File: src/rtl/mtl_timing_pkg.sv
// Shared timing constants, bus payload types and colour-bar table for the
// MTL 800x480 raster generator.
package mtl_timing_pkg;

  localparam int unsigned XW = 11;
  localparam int unsigned YW = 10;
  localparam int unsigned CW = 8;

  localparam int unsigned DEF_H_ACTIVE = 800;
  localparam int unsigned DEF_H_FP     = 210;
  localparam int unsigned DEF_H_SW     = 1;
  localparam int unsigned DEF_H_BP     = 45;
  localparam int unsigned DEF_H_TOTAL  = DEF_H_ACTIVE + DEF_H_FP + DEF_H_SW + DEF_H_BP;

  localparam int unsigned DEF_V_ACTIVE = 480;
  localparam int unsigned DEF_V_FP     = 22;
  localparam int unsigned DEF_V_SW     = 1;
  localparam int unsigned DEF_V_BP     = 22;
  localparam int unsigned DEF_V_TOTAL  = DEF_V_ACTIVE + DEF_V_FP + DEF_V_SW + DEF_V_BP;

  localparam int unsigned BAR_W = 100;

  typedef struct packed {
    logic [CW-1:0] r;
    logic [CW-1:0] g;
    logic [CW-1:0] b;
  } rgb_t;

  typedef struct packed {
    logic vis;
    logic hs_n;
    logic vs_n;
  } sync_bus_t;

  // Blanked, syncs idle (active-low syncs high)
  localparam sync_bus_t SYNC_IDLE = 3'b011;

  // Eight vertical colour bars, white through black
  function automatic rgb_t bar_color(input logic [2:0] idx);
    rgb_t c;
    c = '0;
    case (idx)
      3'd0: c = 24'hFF_FF_FF;
      3'd1: c = 24'hFF_FF_00;
      3'd2: c = 24'h00_FF_FF;
      3'd3: c = 24'h00_FF_00;
      3'd4: c = 24'hFF_00_FF;
      3'd5: c = 24'hFF_00_00;
      3'd6: c = 24'h00_00_FF;
      default: c = 24'h00_00_00;
    endcase
    return c;
  endfunction

endpackage

File: src/rtl/mtl_sync_delay.sv
// Enable-gated shift register carrying {vis, hs_n, vs_n} across the
// renderer latency.
module mtl_sync_delay
  import mtl_timing_pkg::*;
#(
  parameter int unsigned DEPTH = 2
) (
  input  logic      clk,
  input  logic      reset,
  input  logic      en,
  input  sync_bus_t d,
  output sync_bus_t q
);

  sync_bus_t stage [DEPTH];

  // Shift one stage per enabled clock; reset fills with idle sync
  always_ff @(posedge clk or posedge reset) begin
    if (reset) begin
      for (int i = 0; i < DEPTH; i++) stage[i] <= SYNC_IDLE;
    end else if (en) begin
      stage[0] <= d;
      for (int i = 1; i < DEPTH; i++) stage[i] <= stage[i-1];
    end
  end

  assign q = stage[DEPTH-1];

endmodule

File: src/rtl/mtl_raster_gen.sv
// Raster timing generator and pixel output stage for the MTL 800x480 panel.
// Issues x/y scan coordinates, delays sync/DE by the renderer latency and
// registers colour, sync and DE together.
// Optional: define MTL_TEST_PATTERN_EN to replace renderer colour with
// eight vertical colour bars.
module mtl_raster_gen
  import mtl_timing_pkg::*;
#(
  parameter int unsigned H_ACTIVE = DEF_H_ACTIVE,
  parameter int unsigned H_FP     = DEF_H_FP,
  parameter int unsigned H_SW     = DEF_H_SW,
  parameter int unsigned H_BP     = DEF_H_BP,
  parameter int unsigned V_ACTIVE = DEF_V_ACTIVE,
  parameter int unsigned V_FP     = DEF_V_FP,
  parameter int unsigned V_SW     = DEF_V_SW,
  parameter int unsigned V_BP     = DEF_V_BP,
  parameter int unsigned PIPE_LAT = 2
) (
  input  logic          clk,
  input  logic          reset,
  input  logic          en,
  input  logic [CW-1:0] red,
  input  logic [CW-1:0] green,
  input  logic [CW-1:0] blue,
  output logic [XW-1:0] x_cnt,
  output logic [YW-1:0] y_cnt,
  output logic          frame_start,
  output logic          lcd_hsd,
  output logic          lcd_vsd,
  output logic          lcd_de,
  output logic [CW-1:0] lcd_r,
  output logic [CW-1:0] lcd_g,
  output logic [CW-1:0] lcd_b
);

  localparam int unsigned H_TOTAL  = H_ACTIVE + H_FP + H_SW + H_BP;
  localparam int unsigned V_TOTAL  = V_ACTIVE + V_FP + V_SW + V_BP;
  localparam int unsigned HS_START = H_ACTIVE + H_FP;
  localparam int unsigned HS_END   = HS_START + H_SW;
  localparam int unsigned VS_START = V_ACTIVE + V_FP;
  localparam int unsigned VS_END   = VS_START + V_SW;

  // Reject unsupported renderer latencies at elaboration
  if (PIPE_LAT == 0 || PIPE_LAT > 8) begin : g_bad_pipe_lat
    $fatal(1, "mtl_raster_gen: PIPE_LAT must be within 1..8");
  end

  logic          x_wrap_c;
  logic          y_wrap_c;
  logic [XW-1:0] x_nxt_c;
  logic [YW-1:0] y_nxt_c;
  sync_bus_t     sync_c;
  sync_bus_t     sync_d;
  rgb_t          pix_c;

  // Next scan coordinate: x wraps each line, y advances on x wrap
  always_comb begin
    x_wrap_c = (x_cnt == XW'(H_TOTAL - 1));
    y_wrap_c = (y_cnt == YW'(V_TOTAL - 1));
    x_nxt_c  = x_wrap_c ? '0 : x_cnt + XW'(1);
    y_nxt_c  = y_cnt;
    if (x_wrap_c) y_nxt_c = y_wrap_c ? '0 : y_cnt + YW'(1);
  end

  // Scan counters and frame-start flag, aligned to the issued coordinate
  always_ff @(posedge clk or posedge reset) begin
    if (reset) begin
      x_cnt       <= '0;
      y_cnt       <= '0;
      frame_start <= 1'b0;
    end else if (en) begin
      x_cnt       <= x_nxt_c;
      y_cnt       <= y_nxt_c;
      frame_start <= (x_nxt_c == '0) && (y_nxt_c == '0);
    end
  end

  // Issue-side visibility and active-low syncs decoded from the counters
  always_comb begin
    sync_c      = SYNC_IDLE;
    sync_c.vis  = (x_cnt < XW'(H_ACTIVE)) && (y_cnt < YW'(V_ACTIVE));
    sync_c.hs_n = !((x_cnt >= XW'(HS_START)) && (x_cnt < XW'(HS_END)));
    sync_c.vs_n = !((y_cnt >= YW'(VS_START)) && (y_cnt < YW'(VS_END)));
  end

  mtl_sync_delay #(
    .DEPTH (PIPE_LAT)
  ) u_sync_delay (
    .clk   (clk),
    .reset (reset),
    .en    (en),
    .d     (sync_c),
    .q     (sync_d)
  );

`ifdef MTL_TEST_PATTERN_EN
  logic [XW-1:0] x_dly [PIPE_LAT];

  // x coordinate follows the sync bus so bars line up with DE
  always_ff @(posedge clk or posedge reset) begin
    if (reset) begin
      for (int i = 0; i < PIPE_LAT; i++) x_dly[i] <= '0;
    end else if (en) begin
      x_dly[0] <= x_cnt;
      for (int i = 1; i < PIPE_LAT; i++) x_dly[i] <= x_dly[i-1];
    end
  end

  // Colour bar chosen by delayed x in 100-pixel bands
  always_comb begin
    pix_c = bar_color(3'(x_dly[PIPE_LAT-1][9:0] / 10'(BAR_W)));
  end
`else
  // Renderer colour passes straight to the output register
  always_comb begin
    pix_c.r = red;
    pix_c.g = green;
    pix_c.b = blue;
  end
`endif

  // Panel output register; colour blanked outside the visible area
  always_ff @(posedge clk or posedge reset) begin
    if (reset) begin
      lcd_de  <= 1'b0;
      lcd_hsd <= 1'b1;
      lcd_vsd <= 1'b1;
      lcd_r   <= '0;
      lcd_g   <= '0;
      lcd_b   <= '0;
    end else if (en) begin
      lcd_de  <= sync_d.vis;
      lcd_hsd <= sync_d.hs_n;
      lcd_vsd <= sync_d.vs_n;
      lcd_r   <= sync_d.vis ? pix_c.r : '0;
      lcd_g   <= sync_d.vis ? pix_c.g : '0;
      lcd_b   <= sync_d.vis ? pix_c.b : '0;
    end
  end

endmodule

File: config.mk
export PLATFORM = sky130hd
export DESIGN_NAME = mtl_raster_gen
export DESIGN_NICKNAME = d
export VERILOG_FILES = /design/src/rtl/mtl_timing_pkg.sv /design/src/rtl/mtl_sync_delay.sv /design/src/rtl/mtl_raster_gen.sv
export SDC_FILE = /design/constraint.sdc
export NUM_CORES = 1
export LEC_CHECK = 0
export ABC_AREA = 1
export CORE_MARGIN = 4
export CORE_UTILIZATION = 41
export DETAILED_ROUTE_END_ITERATION = 7
export PLACE_DENSITY = 0.78
export SLEW_MARGIN = 10
export SYNTH_ARGS = -nofsm -noshare
export SYNTH_HDL_FRONTEND = slang
export SYNTH_HIERARCHICAL = 1
export SYNTH_SLANG_ARGS = --single-unit
File: constraint.sdc
create_clock -name clk -period 4.9 [get_ports clk]
set_input_delay 0.49 -clock clk [delete_from_list [all_inputs] [get_ports clk]]
set_output_delay 0.49 -clock clk [all_outputs]
set_load 0.005 [all_outputs]
==> metrics.md <==
| Metric | Value |
|---|---|
| Tightest Hold Check Type | `in -> async` |
| Max-slew violation count | `0` |
| Async S/R FF share, synth | `100%` |
| Final setup TNS | `0 ns` |
| Outcome | `finished clean` |
| Netlist cell types | `32` |
| Die height | `approximately 93 um` |
| Slew headroom | `between 30 and 40%` |
| I/O pins | `76` |
| Synthesized area | `slightly below 0.003 mm^2` |
| Critical path fanouts, max | `10` |
| Crit path DAT | `~2.3 ns` |
| DR pass1 iterations | `5` |
| Pint | `approximately 0.85 mW` |
| Area grow syn2layout | `29.3%` |
| Area contributors post-synth | `dfrtp_1 (42%), nand2_1 (20%), nand3_1 (8.5%)` |
| Hold_buf cts | `0` |
| CP startpoint kind | `flip-flop` |
| Post-CTS sizing | `0` |
| GRT Residual Overflow | `0` |
| Fin cells | `~560` |
| # placed instances | `550` |
| Effective utilization at floorplan | `a little over two fifths` |
| Worst-Skew Late Latency | `0.32 ns` |
| First-pass GRT wire length | `roughly 12000 um` |
| Psw | `0.454 mW` |
| EDFF count, synth | `0` |
| Core area | `0.00691 mm^2` |
| Buffers on Ports | `75` |
| Final #Nets | `between 400 and 500` |
| Synth Instances | `between 300 and 400` |
| Seq/Total Area, Yosys | `46.9%` |
| Routability congestion estimate | `about 0.90` |
| Mean Syn Cell Area | `~7.4 um^2` |
| Root buf cell | `clkbuf_8` |
| Vias post-DR | `2739` |
| Fraction of layout cells with a size suffix above 1 | `approximately 8%` |
| Die X | `slightly above 90 um` |
| Power per cell area | `342 mW/mm^2` |
| Largest net degree at the start of global routing | `55` |
| DP HPWL | `roughly 5400 um` |
| Switch share | `between 30% and 40%` |
| Syn_nets | `about 430` |
| Fmax achieved | `slightly below 0.5 GHz` |
| Final Cycle Share | `about two fifths` |
| Clock skew | `between 0.008 and 0.009 ns` |
| Antenna-violating nets left | `0` |
| Most common library cells after synthesis | `nand2_1 (159), nand3_1 (50), dfrtp_1 (49)` |
| Clock transition at path regs | `~0.10 ns` |
| Comb power frac | `between 30% and 40%` |
| Reg2reg setup slack | `around 2.9 ns` |
| Clk pwr share | `between 10% and 20%` |
| CTS tree | `yes` |
| Post-synth top area cell | `dfrtp_1` |
| Main flop type after synthesis | `dfrtp_1` |
| Vias per inst | `4.91` |
| Total track usage | `between 15 and 20%` |
| Num CTS Buffers | `5` |
| Residual DRC count | `0` |
| Worst EP required | `about 5 ns` |
| Share of the synthesized area in the top cell type | `approximately two fifths` |
| Synth warn | `6` |
| CTS Sinks | `55` |
| Antenna diode count | `0` |
| Worst Tran Pin Value | `between 0.9 and 1 ns` |
| VDD IR-drop max | `0.258 mV` |
| RSZ-0062 raised after global routing | `false` |
| Max_cap viols | `0` |
| Final setup vio count | `0` |
| Row count | `30` |
| DIE AREA | `0.00861 mm^2` |
| Minimum clock period after layout | `between 2 and 2.5 ns` |
| WL per Instance | `around 13 um` |
| Worst r2r src | `x_cnt[0]$_DFFE_PP0P_` |
| CP Class | `reg -> reg` |
| Flop pwr share | `between 40% and 50%` |
| Final hold violations | `0` |
| Post-CTS setup repair buffer count | `0` |
| Crit path capture type | `flip-flop` |
| Clock H-tree levels | `2` |
| Starting DRT DRC Count | `approximately 160` |
| Vias in the first global route | `between 2000 and 3000` |
| Lkg Pwr | `approximately 1.8 nW` |
| Initial antenna violation count | `0` |
| Most common cell in the netlist | `nand2_1` |
| Clock buffer depth | `2` |
| R2R cell count | `9` |
| Register bit total from synthesis | `55` |
| Post-layout total power | `approximately 1.3 mW` |
| R2R Path End | `frame_start$_DFFE_PP0P_` |
| DRT Wirelength | `~7400 um` |
## logic make-up after synthesis
logic type,count (synthesis),share of synthesized area [%]
adders and majority gates,3,1.27
buffers and inverters,51,7.47
and+or+nand+nor,256,38.2
DFF,55,46.9
AOI/OAI and AO/OA,30,5.52
xor gates and xnor gates,2,0.594
## through the flow
stage	worst slack [ns]	hold WS [ns]	area, um^2	util [%]
finish	2.86	0.430	3810	55.2
global route	2.71	0.445	3810	55.2
global placement	2.75	0.452	3720	53.9
floorplan	3.22	0.278	2950	-
detailed placement	2.70	0.454	3720	53.9
CTS	2.89	0.431	3810	55.2
## metal layers
| metal | vias to the layer above | track usage, % | share of wire [%] |
|---|---|---|---|
| met5 | - | 0 | 0 |
| met4 | 0 | 7.57 | 2.4 |
| met3 | 15 | 2.52 | 3.8 |
| met2 | 70 | 28.2 | 50 |
| met1 | 1267 | 24.3 | 44 |
| li1 | 1387 | - | - |
## layout make-up
type,count,area [um^2]
Inverter,33,126
Fill cell,665,3100
Multi-Input combinational cell,291,1340
Clock inverter,3,22.5
Tap cell,96,120
Sequential cell,55,1380
Timing Repair Buffer,75,746
Clock buffer,5,68.8
## worst max-delay path, stage by stage, from the launching register on
cell and delay [ns]:
dfrtp_1 0.46, ha_1 0.28, nand2_4 0.09, nor2_8 0.16, nand3_2 0.22, nand3_1 0.13, nand2_1 0.07, a21oi_1 0.23
nand3_1 0.17, o21bai_2 0.16
## worst max-delay path by stage
stage                                    start                       to  slack (ns)  cells past startpoint
final                     x_cnt[0]$_DFFE_PP0P_  frame_start$_DFFE_PP0P_        2.86                      9
after global routing      x_cnt[0]$_DFFE_PP0P_  frame_start$_DFFE_PP0P_        2.71                      9
after CTS                 x_cnt[0]$_DFFE_PP0P_  frame_start$_DFFE_PP0P_        2.89                      9
after detailed placement                    en     y_cnt[7]$_DFFE_PP0P_        2.70                      4
after global placement                      en     y_cnt[0]$_DFFE_PP0P_        2.75                      4
after floorplan           x_cnt[0]$_DFFE_PP0P_  frame_start$_DFFE_PP0P_        3.22                     12
## power by group through the flow
stage | clock (mW) | sequential [mW] | combinational [mW]
2_1_floorplan | 0 | 0.614 | 0.229
3_3_place_gp | 0 | 0.641 | 0.403
3_5_place_dp | 0 | 0.643 | 0.413
4_1_cts | 0.267 | 0.635 | 0.416
5_1_grt | 0.288 | 0.654 | 0.456
6_report | 0.259 | 0.636 | 0.410
## state kept, by name (all words and copies together), names as in the netlist
signal              flops
y_cnt                  10
frame_start             1
u_sync_delay/q          3
u_sync_delay/stage      3
lcd_vsd                 1
lcd_hsd                 1
lcd_g                   8
x_cnt                  11
lcd_r                   8
lcd_de                  1
lcd_b                   8
## cells in the final DEF, fill, tap and decap left out, types with 2 or more instances in the layout
cell	Yosys	final
nor2_4	2	2
inv_2	3	4
nand3_2	3	3
nand2_1	159	159
clkdlybuf4s50_1	0	74
ha_1	3	3
o21ai_0	24	24
nor2_2	4	4
nand2_2	3	3
nor3_1	3	3
inv_1	29	28
nand3_1	50	50
clkbuf_8	0	5
nand4_1	4	4
nor4_1	3	3
a21oi_1	2	2
nor2_1	21	21
dfrtp_1	49	49
dfstp_2	6	6
No activity file was read; power rests on OpenSTA's default activity.
==> patch 1, RTL diff (config.mk and constraints unchanged) <==
One comparison of `y_cnt` changes from == to >=.
--- a/src/rtl/mtl_raster_gen.sv
+++ b/src/rtl/mtl_raster_gen.sv
@@ -57,5 +57,5 @@
   always_comb begin
     x_wrap_c = (x_cnt == XW'(H_TOTAL - 1));
-    y_wrap_c = (y_cnt == YW'(V_TOTAL - 1));
+    y_wrap_c = (y_cnt >= YW'(V_TOTAL - 1));
     x_nxt_c  = x_wrap_c ? '0 : x_cnt + XW'(1);
     y_nxt_c  = y_cnt;
Function: no difference found for any inputs over 10 cycles, from zero or initial values and one cycle with reset high; that may be too few to reach the edited logic, so the function may still have changed.
==> patch 1 against the unedited design <==
  * Area after synthesis shrank 0.38%
  * Non-clock buffer count grew 2
  * Sequential cell count is the same
  * Critical path depth shrank 3
  * Combinational power grew 2%
  * Routed wire length shrank 3.3%
  * Hold slack lost 20 ps
  * Highest routed layer unchanged
  * Via count is essentially flat
  * Cell area grew 0.46%
  * Setup slack gained 110 ps
  * Power grew 0.78%
  * Critical path type is now primary input to flop
  * Core utilization grew 0.56 points
  * Global-route usage shrank 0.15 points
  * Synthesized cell count shrank 1.0%
==> patch 1: results (changes against the unedited design) <==
* Vias in the first global route at 2619 (+2.3%)
* Post-synthesis sequential area ratio at 0.471 (+0.00180)
* FF-to-FF setup slack at 3030 ps (+170 ps)
* Setup WS pre-CTS at 2650 ps (-42.5 ps)
* Fmax at 0.518 GHz (+5.7%)
* Outcome: complete, no violations
* Critical path arrival at 2110 ps (-180 ps)
* Syn Area/Cell at 7.47 um2 (+0.63%)
* Worst stage delay on the critical path at 450 ps
* Synthesized-area fraction occupied by adder cells at 0.0128 (+0.0000488)
* Post-CTS Resized at 0 (unchanged)
* Nets@finish at 488 (-0.61%)
* Vias at 2740 (+0.037%)
* Layout cells sized above 1 at 0.0719 (-0.00603)
* Initial DRC Count at 170 (+9.7%)
* GRT Resource Usage Total at 0.176 (-0.00150)
* TritonCTS Buffers at 5 (unchanged)
* Mux contribution to synthesized area at 0 (unchanged)
* Initial antenna violation count at 0 (unchanged)
* Sw Share at 0.354 (+0.00631)
* First-pass GRT wire length at 12.2 mm (-1.5%)
* Clock Skews at 11.2 ps (+2.53 ps)
* Syn_nets at 423 (-0.94%)
* Synth top area cells: dfrtp_1 42%, nand2_1 20%, nand3_1 8.5%
* Synth cell count leaders: 153 x nand2_1, 50 x nand3_1, 49 x dfrtp_1
* Detail Placement HPWL at 5.29 mm (-2.6%)
* Pleak at 1.85 nW (+1.0%)
* Yosys warnings at 6 (unchanged)
* Slew margin rel. at 0.319 (-0.0146)
* Clock latency on the worst-skew pair at 320 ps (about the same)
* Top delay family on crit path: buffers and inverters
* GP Congestion at 0.945 (+5.3%)
* Fillers at 643 (-3.3%)
* WL/cell at 12.9 um (-2.7%)
* Hold slack at 411 ps (-19.7 ps)
* Hold Crit Class: primary input to asynchronous set/reset pin
* Compound-Gate Fraction of Synth Area at 0.0524 (-0.00277)
* Largest registers: x_cnt x11, y_cnt x10
* Worst-path fanout max at 50 (+40)
* XOR/XNOR Fraction of Synth Area at 0.0119 (+0.00599)
* Placed cell count at 547 (-0.55%)
* Number of diodes at 0 (unchanged)
* Clk slew on worst S/H paths at 110 ps
* Peak supply drop at 187 uV (-28%)
* TritonRoute pass-1 iters at 4 (-1)
* Max Root-Sink Buffers at 2 (unchanged)
* Distinct cells, synth at 29 (-9.4%)
* Share of flip-flops with an asynchronous set or reset at 1.00 (unchanged)
* Post-CTS Setup Bufs at 0 (unchanged)
* CP max-delay cell: clkdlybuf4s50_1
* Final WL at 7.19 mm (-3.3%)
* Pin count of the biggest net entering global routing at 51 (-7.3%)
## patch 1: kinds of logic (layout without fill, tap and decap cells)
| group | after synthesis | after routing |
|---|---|---|
| buf+inv | 50 | 116 |
| simple gates | 252 | 252 |
| fa+ha+maj | 3 | 3 |
| flops | 55 | 55 |
| xor+xnor | 4 | 4 |
| compound gates | 29 | 29 |
## patch 1: layout make-up
class                   count  area (um2)  share of cell area
clock buffers               5        68.8              0.0180
clock inverters             3        22.5             0.00588
multi-input cells         288        1350               0.352
well taps                  96         120              0.0314
flip-flops and latches     55        1380               0.361
inverters                  31         119              0.0310
repair buffers             77         766               0.200
## patch 1: power groups by stage
stage	registers (mW)	clock network, mW	logic (mW)
floorplan	0.613	0	0.231
global placement	0.638	0	0.413
detailed placement	0.640	0	0.423
CTS	0.632	0.275	0.425
global route	0.649	0.292	0.472
finish	0.632	0.263	0.420
## patch 1: metrics by stage
step	power, mW	cell area (um2)
2_1_floorplan	0.845	2940
3_3_place_gp	1.05	3740
3_5_place_dp	1.06	3740
4_1_cts	1.33	3830
5_1_grt	1.41	3830
6_report	1.31	3830
## patch 1: path summary, 6_finish.rpt
path | start | endpoint | cells after the start
worst min-delay path | reset | u_sync_delay/stage[5] | 2
worst max-delay path | en | y_cnt[5] | 6
max in group asynchronous | reset | y_cnt[8] | 2
min in group clk | u_sync_delay/q[0] | u_sync_delay/q[0] | 2
worst max register to register | x_cnt[1] | frame_start | 12
worst min register to register | u_sync_delay/q[0] | u_sync_delay/q[0] | 2
## patch 1: routing by layer
| metal | share of wire | track usage |
|---|---|---|
| met1 | 0.43 | 0.230 |
| met2 | 0.50 | 0.289 |
| met3 | 0.053 | 0.0382 |
| met4 | 0.020 | 0.0635 |
| met5 | 0 | 0 |
## patch 1: worst register-to-register path: cells and delay by family (launching register included)
family | cells | cell delay (ps)
and+or+nand+nor | 11 | 1070
DFF | 1 | 440
adders and majority gates | 1 | 260
==> patch 2, RTL diff (config.mk and constraints unchanged) <==
Without the edit above. Set the package constant `XW` to 10 (it was 11).
--- a/src/rtl/mtl_timing_pkg.sv
+++ b/src/rtl/mtl_timing_pkg.sv
@@ -3,5 +3,5 @@
 package mtl_timing_pkg;
 
-  localparam int unsigned XW = 11;
+  localparam int unsigned XW = 10;
   localparam int unsigned YW = 10;
   localparam int unsigned CW = 8;
Ports: changed (resized x_cnt); port bits go from 76 to 75. The function was not compared with the original's and may differ.
==> patch 2 against the unedited design <==
  * Setup slack better by 140 ps
  * Power up 1.3%
  * Critical path depth rose by 2
  * Area after synthesis shrank 4.9%
  * Count of clock-buffer cells in the layout up 1
  * Combinational power is 3% lower
  * Cell area shrank 3.5%
  * Sequential cell count is 1 lower
  * Routed wire length shrank 6.5%
  * Critical endpoint unchanged
  * Largest power group unchanged
==> patch 2: results (changes against the unedited design) <==
* Number of diodes at 0 (unchanged)
* Internal power at 882 uW (+3.7%)
* Top FF cell, synth: dfrtp_1
* Peak supply drop at 182 uV (-30%)
* Grt met1 use at 0.219 (-0.0239)
* First-pass GRT wire length at 11.8 mm (-4.7%)
* Fillers at 587 (-12%)
* Clk slew on worst S/H paths at 100 ps (about the same)
* Vias at 2629 (-4.0%)
* Clock latency on the worst-skew pair at 310 ps
* Met3 WL at 253 um (-11%)
* Critical path arrival at 2140 ps (-150 ps)
* Synth top area cells: dfrtp_1 43%, nand2_1 20%, nand3_1 8.7%
* FF-to-FF setup slack at 3000 ps (+140 ps)
* TritonRoute pass-1 iters at 5 (unchanged)
* DP Area at 0.00356 mm2 (-4.2%)
* Post-CTS Setup Bufs at 0 (unchanged)
* Worst stage delay on the critical path at 440 ps (-20 ps)
* Combinational power at 398 uW (-3%)
* Post-CTS Resized at 0 (unchanged)
* GR Util met2 at 0.298 (+0.0158)
* Pin count of the biggest net entering global routing at 53 (-3.6%)
* Slew margin rel. at 0.348 (+0.0145)
* Initial DRC Count at 158 (+1.9%)
* Share of flip-flops with an asynchronous set or reset at 1.00 (unchanged)
* Post-synthesis sequential area ratio at 0.485 (+0.0152)
* Largest registers: x_cnt x10, y_cnt x10
* Final WL at 6.95 mm (-6.5%)
* Clock Skews at 10.9 ps (+2.27 ps)
* Met3 global-route usage at 0.0250 (-0.000183)
* M1 WL at 3.05 mm (-6.7%)
* Distinct cells, synth at 27 (-16%)
* TritonCTS Buffers at 5 (unchanged)
* Vias in the first global route at 2506 (-2.1%)
* Worst-path fanout max at 10 (unchanged)
* Clock share of power at 0.223 (+0.025)
* Layout cells sized above 1 at 0.0614 (-0.0166)
* Nets@finish at 469 (-4.5%)
* Port-buffer cells at 74 (-1.3%)
* Hold Crit Class: primary input to asynchronous set/reset pin
* Setup TNS at 0 ps (unchanged)
* Yosys warnings at 6 (unchanged)
* Metal2 WL at 3.54 mm (-3.9%)
* R2r worst-path depth at 11 (+2)
* Detail Placement HPWL at 5.07 mm (-6.5%)
* Max layer used: met4
* Reg-to-reg startpoint: x_cnt[1]
* Most common cell in the netlist: nand2_1
* Outcome: complete, no violations
* Root Driver: clkbuf_8
* FF-to-FF End: frame_start
* Syn_nets at 404 (-5.4%)
* GP Congestion at 0.816 (-9.1%)
* Pleak at 1.78 nW (-2.8%)
* GRT Resource Usage Total at 0.172 (-0.00638)
* Synth cell count leaders: 151 x nand2_1, 49 x nand3_1, 48 x dfrtp_1
patch 2: cell type report:
| type | count | area, um2 | area share |
|---|---|---|---|
| repair buffers | 74 | 736 | 0.200 |
| flip-flops and latches | 54 | 1360 | 0.370 |
| clock buffers | 6 | 72.6 | 0.0197 |
| well taps | 77 | 96.3 | 0.0262 |
| multi-input cells | 273 | 1250 | 0.341 |
| inverters | 31 | 121 | 0.0330 |
| clock inverters | 2 | 38.8 | 0.0106 |
patch 2: through the flow:
stage	cells	util	total power [mW]	hold WS [ps]	setup WS (ps)
floorplan	374	-	0.816	278	3270
global placement	509	0.549	1.02	450	2800
detailed placement	509	0.549	1.04	454	2750
CTS	517	0.566	1.33	437	2990
global route	517	0.566	1.41	469	2820
finish	517	0.566	1.32	437	3000
patch 2: cells by family (layout without fill, tap and decap cells):
family / after synthesis / in the layout / synth area share
DFF: 54 / 54 / 0.485
AOI/OAI and AO/OA: 29 / 29 / 0.0553
and+or+nand+nor: 240 / 240 / 0.375
adders and majority gates: 3 / 3 / 0.0134
xor gates and xnor gates: 1 / 1 / 0.00312
buffers and inverters: 47 / 113 / 0.0687
patch 2: worst register-to-register path: cells and delay by family, from the launching register on:
kind / cells / cell delay (ps)
flops: 1 / 440
simple gates: 8 / 890
fa+ha+maj: 1 / 300
compound gates: 1 / 110
buf+inv: 1 / 110
patch 2: how the worst max path moves through the flow:
stage | slack, ps | start | to | cells after the start
2_1_floorplan | 3270 | reset | frame_start | 1
3_5_place_dp | 2750 | en | y_cnt[9] | 3
5_1_grt | 2820 | x_cnt[1] | frame_start | 9
6_report | 3000 | x_cnt[1] | frame_start | 11
3_3_place_gp | 2800 | en | x_cnt[9] | 4
4_1_cts | 2990 | x_cnt[1] | frame_start | 11
